$ cat src/rtl/distance_offset_apply_pkg.sv
// Shared ranging definitions: default widths, the no-echo code and the
// sequencer state encoding used by the offset-apply stage.
package ranging_pkg;

  localparam int DW_DEFAULT = 16;
  localparam int IW_DEFAULT = 12;
  localparam logic [15:0] NO_ECHO_CODE = 16'hFFFF;

  typedef enum logic {
    st_sync = 1'b0,
    st_run  = 1'b1
  } state_e;

endpackage

$ cat src/rtl/distance_offset_apply_if.sv
// Measurement-in / corrected-point-out bundle of the offset-apply stage.
// The master side feeds the stream; the slave side is the stage itself.
interface distance_offset_apply_if
  import ranging_pkg::*;
#(
  parameter int DW = DW_DEFAULT,
  parameter int IW = IW_DEFAULT
);
  logic          zero_flag;
  logic [DW-1:0] zero_offset;
  logic          meas_valid;
  logic [DW-1:0] meas_data;
  logic          out_valid;
  logic [DW-1:0] out_data;
  logic [IW-1:0] out_index;
  logic          out_sof;
  logic          frame_err;
  logic [IW-1:0] last_count;

  modport master (
    output zero_flag, zero_offset, meas_valid, meas_data,
    input  out_valid, out_data, out_index, out_sof, frame_err, last_count
  );

  modport slave (
    input  zero_flag, zero_offset, meas_valid, meas_data,
    output out_valid, out_data, out_index, out_sof, frame_err, last_count
  );
endinterface

$ cat src/rtl/distance_offset_apply_sat_sub.sv
// Offset subtraction with clamping to [0, max]; the bypass code passes
// through untouched so "no return" markers survive correction.
module sat_sub #(
  parameter int DW = 16
) (
  input  logic [DW-1:0] a,
  input  logic [DW-1:0] b,
  input  logic [DW-1:0] max,
  input  logic [DW-1:0] bypass_code,
  output logic [DW-1:0] y
);
  logic [DW:0] diff;

  assign diff = {1'b0, a} - {1'b0, b};

  always_comb begin
    y = diff[DW-1:0];
    if (a == bypass_code) begin
      y = bypass_code;
    end else if (diff[DW]) begin
      y = '0;
    end else if (diff > {1'b0, max}) begin
      y = max;
    end
  end
endmodule

$ cat src/rtl/distance_offset_apply.sv
// Applies the per-revolution zero offset to the raw distance stream, tags
// each point with its angular index and flags short/long revolutions.
module distance_offset_apply
  import ranging_pkg::*;
#(
  parameter int            DW             = DW_DEFAULT,
  parameter int            IW             = IW_DEFAULT,
  parameter int            POINTS_PER_REV = 1800,
  parameter int            MAX_RANGE      = 30000,
  parameter logic [DW-1:0] NO_ECHO        = NO_ECHO_CODE
) (
  input  logic                    clk,
  input  logic                    rst,
  distance_offset_apply_if.slave  bus
);
  localparam logic [IW-1:0] PPR     = IW'(POINTS_PER_REV);
  localparam logic [DW-1:0] MAX_VAL = DW'(MAX_RANGE);

  state_e        state_q;
  logic [IW-1:0] idx_q;
  logic [IW-1:0] last_count_q;
  logic [DW-1:0] off_sh_q;
  logic          long_q;
  logic          frame_err_q;

  logic          s1_valid_q;
  logic          s1_sof_q;
  logic [DW-1:0] s1_data_q;
  logic [DW-1:0] s1_off_q;
  logic [IW-1:0] s1_index_q;

  logic          out_valid_q;
  logic          out_sof_q;
  logic [DW-1:0] out_data_q;
  logic [IW-1:0] out_index_q;

  logic          full;
  logic          accept;
  logic          drop;
  logic [IW-1:0] idx_sel;
  logic [DW-1:0] sat_y;

  assign full    = (idx_q == PPR);
  // A zero mark arriving with a sample opens the new revolution for it.
  assign accept  = bus.meas_valid && (bus.zero_flag || (state_q == st_run && !full));
  assign drop    = bus.meas_valid && !bus.zero_flag && (state_q == st_run) && full;
  assign idx_sel = bus.zero_flag ? '0 : idx_q;

  always_ff @(posedge clk) begin
    if (rst) begin
      state_q      <= st_sync;
      idx_q        <= '0;
      last_count_q <= '0;
      off_sh_q     <= '0;
      long_q       <= 1'b0;
      frame_err_q  <= 1'b0;
      s1_valid_q   <= 1'b0;
      s1_sof_q     <= 1'b0;
      s1_data_q    <= '0;
      s1_off_q     <= '0;
      s1_index_q   <= '0;
      out_valid_q  <= 1'b0;
      out_sof_q    <= 1'b0;
      out_data_q   <= '0;
      out_index_q  <= '0;
    end else begin
      frame_err_q <= 1'b0;
      if (bus.zero_flag) begin
        off_sh_q <= bus.zero_offset;
        state_q  <= st_run;
        long_q   <= 1'b0;
        idx_q    <= accept ? IW'(1) : '0;
        if (state_q == st_run) begin
          last_count_q <= idx_q;
          frame_err_q  <= !full;
        end
      end else if (accept) begin
        idx_q <= idx_q + IW'(1);
      end else if (drop && !long_q) begin
        long_q      <= 1'b1;
        frame_err_q <= 1'b1;
      end

      s1_valid_q <= accept;
      if (accept) begin
        s1_data_q  <= bus.meas_data;
        s1_index_q <= idx_sel;
        s1_sof_q   <= (idx_sel == '0);
        s1_off_q   <= bus.zero_flag ? bus.zero_offset : off_sh_q;
      end

      out_valid_q <= s1_valid_q;
      out_sof_q   <= s1_valid_q && s1_sof_q;
      if (s1_valid_q) begin
        out_data_q  <= sat_y;
        out_index_q <= s1_index_q;
      end
    end
  end

  sat_sub #(.DW(DW)) u_sat_sub (
    .a           (s1_data_q),
    .b           (s1_off_q),
    .max         (MAX_VAL),
    .bypass_code (NO_ECHO),
    .y           (sat_y)
  );

  assign bus.out_valid  = out_valid_q;
  assign bus.out_data   = out_data_q;
  assign bus.out_index  = out_index_q;
  assign bus.out_sof    = out_sof_q;
  assign bus.frame_err  = frame_err_q;
  assign bus.last_count = last_count_q;
endmodule

$ cat src/flat_wrapper.sv
// flat-port wrapper written by rule: the top's interface ports become plain ports
module distance_offset_apply_flat import ranging_pkg::*;
#(
  parameter int            DW             = DW_DEFAULT,
  parameter int            IW             = IW_DEFAULT,
  parameter int            POINTS_PER_REV = 1800,
  parameter int            MAX_RANGE      = 30000,
  parameter logic [DW-1:0] NO_ECHO        = NO_ECHO_CODE
)
  (clk, rst, bus_zero_flag, bus_zero_offset, bus_meas_valid, bus_meas_data, bus_out_valid, bus_out_data, bus_out_index, bus_out_sof, bus_frame_err, bus_last_count);
  distance_offset_apply_if #(.DW(DW), .IW(IW)) bus_i ();
  input  logic clk;
  input  logic rst;
  input wire logic [$bits(bus_i.zero_flag)-1:0] bus_zero_flag;
  input wire logic [$bits(bus_i.zero_offset)-1:0] bus_zero_offset;
  input wire logic [$bits(bus_i.meas_valid)-1:0] bus_meas_valid;
  input wire logic [$bits(bus_i.meas_data)-1:0] bus_meas_data;
  output wire logic [$bits(bus_i.out_valid)-1:0] bus_out_valid;
  output wire logic [$bits(bus_i.out_data)-1:0] bus_out_data;
  output wire logic [$bits(bus_i.out_index)-1:0] bus_out_index;
  output wire logic [$bits(bus_i.out_sof)-1:0] bus_out_sof;
  output wire logic [$bits(bus_i.frame_err)-1:0] bus_frame_err;
  output wire logic [$bits(bus_i.last_count)-1:0] bus_last_count;
  assign bus_i.zero_flag = bus_zero_flag;
  assign bus_i.zero_offset = bus_zero_offset;
  assign bus_i.meas_valid = bus_meas_valid;
  assign bus_i.meas_data = bus_meas_data;
  assign bus_out_valid = bus_i.out_valid;
  assign bus_out_data = bus_i.out_data;
  assign bus_out_index = bus_i.out_index;
  assign bus_out_sof = bus_i.out_sof;
  assign bus_frame_err = bus_i.frame_err;
  assign bus_last_count = bus_i.last_count;
  distance_offset_apply #(.DW(DW), .IW(IW), .POINTS_PER_REV(POINTS_PER_REV), .MAX_RANGE(MAX_RANGE), .NO_ECHO(NO_ECHO)) u_core (.clk(clk), .rst(rst), .bus(bus_i));
endmodule
$ cat config.mk
export PLATFORM = sky130hd
export DESIGN_NAME = distance_offset_apply_flat
export DESIGN_NICKNAME = d
export VERILOG_FILES = /design/src/rtl/distance_offset_apply_pkg.sv /design/src/rtl/distance_offset_apply_if.sv /design/src/rtl/distance_offset_apply_sat_sub.sv /design/src/rtl/distance_offset_apply.sv /design/src/flat_wrapper.sv
export SDC_FILE = /design/constraint.sdc
export NUM_CORES = 1
export LEC_CHECK = 0
export ABC_AREA = 1
export CAP_MARGIN = 30
export CORE_MARGIN = 2
export CORE_UTILIZATION = 30
export CTS_CLUSTER_SIZE = 12
export DETAILED_ROUTE_END_ITERATION = 12
export GPL_TIMING_DRIVEN = 0
export SLEW_MARGIN = 20
export SYNTH_ARGS = -nofsm -noshare
export SYNTH_HDL_FRONTEND = slang
export SYNTH_SLANG_ARGS = --single-unit
$ cat constraint.sdc
create_clock -name clk -period 2.2 [get_ports clk]
set_input_delay 0.55 -clock clk [delete_from_list [all_inputs] [get_ports clk]]
set_output_delay 0.55 -clock clk [all_outputs]
set_load 0.02 [all_outputs]
==> metrics.txt, run 1 <==
post-synthesis async set-or-reset flop share=0%; EDFF count, synth=0; GR Overflow Total=0; Worst Hold Class=reg2reg; Core Area=18000 sq um; FILL cells=1896; share of the yosys chip area belonging to registers=a little over two fifths; final WL=roughly 15 mm; final antenna-violating net count=0; CTS max path bufs=2; power per cell area=approximately 860 nW/um^2; Main synth FF type=dfxtp_1; first-pass GRT wire length=between 20 and 30 mm; Critical Path Max Stage Delay=about 0.38 ns; CP cell instances=inv_2 -> ha_4 -> fa_2 -> inv_2 -> nand3_2 -> nand2_4 -> xor2_2 -> buf_4 -> nand2_2 -> nand3_2 -> nand3_1 -> nand2_1 -> nand2_1 -> nand2_2 -> nand3_4 -> nand3_2 -> nand2_1 -> inv_1; IO Count=79; Total Routing Usage GR=16.0%; #FFs+latches synth=around 120; CP max-delay cell=fa_2; Bufs and invs on worst path=4; CP arrival=about 2.7 ns; min Tclk post-route=between 2 and 2.5 ns; net count after synthesis=slightly above 800; Critical R2R Launch=u_core.s1_data_q[0]$_SDFFE_PP0P_; CP startpoint kind=flip-flop; P_leak=roughly 3.1 nW; slew at the pin with the worst max-slew slack=between 0.6 and 0.7 ns; Multi-input gate area=2950 sq um; PortBufs=77; Hold Vio Cnt, Final=0; register-to-register setup slack=-0.09 ns; fmax=0.436 GHz; CP max FO=7; critical path class=reg2reg; max_cap viols=0; endpoints failing setup=15; antenna violations before repair=0; RSZ-0062 raised after global routing=true; vias per inst=between 4 and 5; layout cell share with drive strength beyond 1=between 10% and 20%; FP Rows=between 40 and 50; Routability Congestion=just under 0.9; relative slew slack=a little under three fifths; Total Power=about 6.5 mW; status=finished, violations left; initial drt markers=~300; number of global-route vias before repair=between 4000 and 5000; CP startpoint=u_core.s1_data_q[0]$_SDFFE_PP0P_; Setup WS post-layout=-0.0914 ns; hpwl dp=approximately 12 mm; Sequential Area=between 2000 and 2500 sq um; Mapped Avg Cell Area=between 7 and 8 sq um; Worst path top cell family by delay=simple AND/OR/NAND/NOR gates; Num Clock Sinks=between 100 and 150; synth top area cells=dfxtp_1, nor2_1, nand2_1; Slew Limit Fails=0; fin crit share=104%; Hold Crit Start=u_core.long_q$_SDFFE_PP0P_; Max IR drop VDD=between 500 and 600 uV; Fin Clk Skew=0.0167 ns; Root Buffer Master=clkbuf_16; Post-Syn Instances=756; DRC=0; Synth area leader=dfxtp_1; crit end category=flip-flop; H-tree levels=4; Antenna diodes=0; synthesis warning total=0; Final nets=917; Starting Density=between 30% and 40%; CTS tree=done; CTS Hold Bufs=0; Worst-Skew Late Latency=0.42 ns; DIE HEIGHT=around 140 microns; largest net degree at the start of global routing=17; DR pass1 iterations=4; synthesized cell area=5530 sq um; WL/cell=13.9 microns; Synth top area share=~43%; Fin Hold WS=0.462 ns; Reg clk slew, reported paths=about 0.060 ns; post-synth cell types=33; die area=19500 sq um; Required @ worst endpoint=between 2 and 3 ns; violated checks=negative setup slack; DIE WIDTH=between 100 and 150 microns; Area Growth Syn to Fin=35.3%; CTS Buf Count=17; Vias=between 5000 and 6000
[what timing repair did]
item / 4_1_cts / 5_1_grt
resized for setup: 22 / 52
setup buffers: 4 / 6
endpoints found under the setup margin: 22 / 62
pin swaps: 10 / 12
[where the power goes]
group / internal (mW) / switching [mW]
clock: 1.56 / 1.03
combinational: 0.604 / 0.906
sequential: 2.29 / 0.0797
[worst reg2reg max path, cell delays in order (launching register included)]
cell and delay (ns):
dfxtp_2 0.33, inv_2 0.05, ha_4 0.16, fa_2 0.38, inv_2 0.10, nand3_2 0.08
nand2_4 0.09, xor2_2 0.16, buf_4 0.14, nand2_2 0.05, nand3_2 0.06, nand3_1 0.08
nand2_1 0.07, nand2_1 0.06, nand2_2 0.11, nand3_4 0.14, nand3_2 0.10, nand2_1 0.05
inv_1 0.04
[metal layers]
metal / wire [microns] / track usage, % / vias up
met5: 0 / 0 / -
met4: 123 / 4.74 / 0
met3: 689 / 3.51 / 6
met2: 7150 / 25.8 / 108
met1: 7430 / 21.3 / 2368
li1: - / - / 2703
[placed cells by master (no fill, tap or decap), types with 3 or more instances in the layout]
cell / instances
buf_4: 10
inv_1: 80
clkbuf_16: 17
clkinv_4: 5
dfxtp_1: 114
clkbuf_1: 22
ha_4: 6
nor3_1: 7
a21oi_2: 11
nand3b_1: 4
inv_2: 5
clkdlybuf4s50_1: 77
dfxtp_2: 5
buf_2: 4
nand4_1: 12
ha_2: 5
mux2i_1: 16
nand2_1: 99
nor2_2: 9
a21oi_1: 50
o21ai_0: 70
nand2_2: 20
nor2_1: 125
clkinvlp_4: 4
o21ai_1: 3
a211oi_1: 21
nand2_4: 3
nand3_2: 8
ha_1: 7
nand3_1: 25
clkbuf_2: 5
[final cells by class]
| type | instances | share of cell area [%] |
|---|---|---|
| Tap cell | 229 | 3.83 |
| Timing Repair Buffer | 87 | 11.3 |
| Clock buffer | 19 | 5.78 |
| Clock inverter | 13 | 1.65 |
| Buffer | 31 | 1.76 |
| Inverter | 87 | 4.41 |
| Multi-Input combinational cell | 519 | 39.4 |
| Sequential cell | 119 | 31.9 |
[cells by family after synthesis]
logic type,Yosys count,share of synthesized area (%)
AO/OA/AOI/OAI,163,16.1
multiplexers,16,2.90
XOR/XNOR,4,0.633
buffers and inverters,118,8.12
AND/OR/NAND/NOR,317,24.7
flip-flops,119,43.1
adder cells (fa/ha/maj),19,4.43
[path summary, 6_finish.rpt]
| path | endpoint | depth (start not counted) |
|---|---|---|
| min reg2reg | u_core.long_q$_SDFFE_PP0P_ | 2 |
| min | u_core.long_q$_SDFFE_PP0P_ | 2 |
| max reg2reg | u_core.bus.out_data[13]$_SDFFE_PP0P_ | 18 |
| max | u_core.bus.out_data[13]$_SDFFE_PP0P_ | 18 |
[sequential cells by signal, summed over array words and instances, names as in the netlist, 12 cells and up]
name                   cells
u_core.s1_index_q         12
u_core.bus.out_data       16
u_core.bus.out_index      12
u_core.s1_off_q           16
u_core.idx_q              12
u_core.s1_data_q          16
u_core.bus.last_count     12
u_core.off_sh_q           16
[through the flow]
stage / TNS, ns / setup WS [ns] / utilization, % / area, sq um / cells
after detailed placement: -22.65 / -0.478 / 36.6 / 6600 / 1062
after floorplan: 0 / 0.0139 / - / 5540 / 756
after global placement: -19.80 / -0.408 / 36.6 / 6600 / 1062
after global routing: -3.15 / -0.247 / 41.5 / 7480 / 1104
after CTS: -0.983 / -0.114 / 40.4 / 7270 / 1098
final: -0.914 / -0.0914 / 41.5 / 7480 / 1104
[synthesized netlist by cell type (7+ instances only)]
library cell and count:
nor3_1 7, inv_1 82, clkbuf_1 23, o21ai_0 71, nand3_1 29, a21oi_1 61
dfxtp_1 119, nand2_2 8, mux2i_1 16, a211oi_1 21, ha_1 18, nand4_1 12
nor2_1 131, nand2_1 112
Power figures use the tool's default switching activity.
==> inputs of run 2 (changes only) <==
Settings changed: ABC_AREA 1 to default.
==> run 2 against run 1 <==
Effect of this change: flip-flop and latch count stayed put; critical path depth down 5; sequential power decreased by 3%; clock skew down 0.0014 ns; die area shrank 1.4%; highest routed layer unchanged; the flow still finishes with violations (negative setup slack); via count is 7.3% lower; largest power group unchanged; final cell count is 9.9% lower; maximum frequency decreased by 19%; register-to-register slack worse by 0.53 ns.
==> metrics.txt, run 2 <==
Post-Syn Instances=~630; synthesized cell area=5450 sq um; Mapped Avg Cell Area=roughly 8.6 sq um; Worst-Skew Late Latency=roughly 0.42 ns; Reg clk slew, reported paths=around 0.060 ns; DIE HEIGHT=roughly 140 microns; endpoints failing setup=15; register-to-register setup slack=-0.63 ns; number of global-route vias before repair=4549; Antenna diodes=0; gr busiest metal=met2; Main synth FF type=dfxtp_1; Final nets=between 800 and 900; Hold Vio Cnt, Final=0; H-tree levels=4; power per cell area=just over 800 nW/um^2; max_cap viols=0; Vias=around 4800; hpwl dp=about 11 mm; Num Clock Sinks=~120; dpl cell area=between 6000 and 7000 sq um; synth top area cells=dfxtp_1, nand2_1, nor2_1; GR Overflow Total=0; crit end category=flip-flop; DIE WIDTH=139 microns; CTS max path bufs=2; placed cell count=940; Fin Clk Skew=0.0153 ns; die area=19300 sq um; status=finished, violations left; final antenna-violating net count=0; final std cell area, no fill=approximately 8000 sq um; vias per inst=~4.8; PortBufs=between 70 and 80; #FFs+latches synth=119; WL/cell=about 15 microns; Required @ worst endpoint=roughly 2.5 ns; Worst Hold Class=reg2reg; DRC=0; Synth area leader=dfxtp_1; Area Growth Syn to Fin=42.7%; RSZ-0062 raised after global routing=true; FILL cells=between 1500 and 2000; min Tclk post-route=around 2.8 ns; pre-CTS WS=-0.717 ns; CTS Buf Count=17; post-synth cell types=between 60 and 70; Total Routing Usage GR=~15%; net count after synthesis=688; violated checks=negative setup slack; Max IR drop VDD=595 uV; Total Power=between 6 and 7 mW; Synth top cells by count=dfxtp_1, nand2_1, nor2_1, a21oi_1, mux2i_1; most frequent cells in the layout=dfxtp_1, nor2_1, nand2_1, clkdlybuf4s50_1, a21oi_1; Multi-input gate area=3200 sq um; layout cell share with drive strength beyond 1=21.8%; DR pass1 iterations=4; Slew Limit Fails=0; met2 Use GR=roughly 24%; critical path class=reg2reg; antenna violations before repair=0; slew at the pin with the worst max-slew slack=0.788 ns; final WL=roughly 15 mm; EDFF count, synth=0; IO Count=79; FP Rows=between 40 and 50; Core Area=~18000 sq um; Root Buffer Master=clkbuf_16; CP startpoint kind=flip-flop; share of the yosys chip area belonging to registers=43.7%; Starting Density=30.5%; synthesis warning total=0; post-synthesis async set-or-reset flop share=0%; Finished Layout Cells=about 1000; P_leak=approximately 2.9 nW; Synth top area share=between 40% and 50%; relative slew slack=47.4%; met1 Resource Use GR=roughly 20%; largest net degree at the start of global routing=17; GR Util met3=under 10%; fmax=between 0.3 and 0.4 GHz; most common cell in the netlist=dfxtp_1; Routability Congestion=about 0.80; CP max FO=7; first-pass GRT wire length=approximately 23 mm; Sequential Area=around 2400 sq um; Setup WS post-layout=-0.626 ns; commonest non-fill, non-tap cell in the layout=dfxtp_1; Fin Setup TNS=-7.45 ns; CTS Hold Bufs=0; CTS tree=done; initial drt markers=208; CP arrival=3.12 ns; fin crit share=128%
-- run 2: stage by stage --
stage / utilization (%) / hold slack, ns
global placement: 36.7 / 0.443
finish: 43.5 / 0.448
global route: 43.5 / 0.468
detailed placement: 36.7 / 0.447
CTS: 41.4 / 0.453
floorplan: - / 0.431
-- run 2: metal layers --
metal,vias up,wire length (microns)
met5,-,0
met4,0,188
met3,13,690
met1,2253,7220
met2,96,6990
li1,2444,-
-- run 2: what timing repair did --
action	4_1_cts	5_1_grt
pin swaps	16	21
setup buffers	15	15
gates resized for setup	46	63
setup endpoints to repair	109	74
gates cloned	0	1
-- run 2: final cells by class --
cell class | count | share of cell area (%)
Timing Repair Buffer | 108 | 13.5
Tap cell | 229 | 3.68
Inverter | 25 | 1.21
Multi-Input combinational cell | 449 | 41.2
Sequential cell | 119 | 30.8
Clock inverter | 11 | 1.01
Clock buffer | 20 | 5.87
Buffer | 34 | 2.77
-- run 2: worst max-delay path, cell delays in order, from the launching register on --
cell      delay [ns]
dfxtp_1         0.34
inv_1           0.08
ha_4            0.31
and2_1          0.16
and3_4          0.21
a221oi_4        0.06
buf_6           0.15
buf_4           0.13
o211ai_1        0.17
o221ai_2        0.12
a311oi_2        0.30
and4b_2         0.28
buf_6           0.14
o31a_1          0.23
-- run 2: logic make-up (layout without fill, tap and decap cells) --
kind of cell / count (synthesis) / count (layout) / synth area share (%)
fa+ha+maj: 19 / 19 / 4.50
buf+inv: 65 / 198 / 5.05
xor+xnor: 26 / 26 / 4.18
simple gates: 248 / 248 / 21.2
flops: 119 / 119 / 43.7
compound gates: 127 / 127 / 16.1
mux: 29 / 29 / 5.32
-- run 2: power breakdown --
part | switching, mW | total, mW | internal, mW
logic | 0.746 | 1.48 | 0.731
clock network | 1.01 | 2.49 | 1.48
registers | 0.0605 | 2.31 | 2.25
-- run 2: path summary, 6_finish.rpt --
path | cells after the start | to | from
setup / recovery | 13 | u_core.bus.out_data[8]$_SDFFE_PP0P_ | u_core.s1_off_q[7]$_SDFFE_PP0P_
hold / removal | 2 | u_core.s1_index_q[3]$_SDFFE_PP0P_ | u_core.s1_index_q[3]$_SDFFE_PP0P_
setup reg to reg | 13 | u_core.bus.out_data[8]$_SDFFE_PP0P_ | u_core.s1_off_q[7]$_SDFFE_PP0P_
hold reg to reg | 2 | u_core.s1_index_q[3]$_SDFFE_PP0P_ | u_core.s1_index_q[3]$_SDFFE_PP0P_
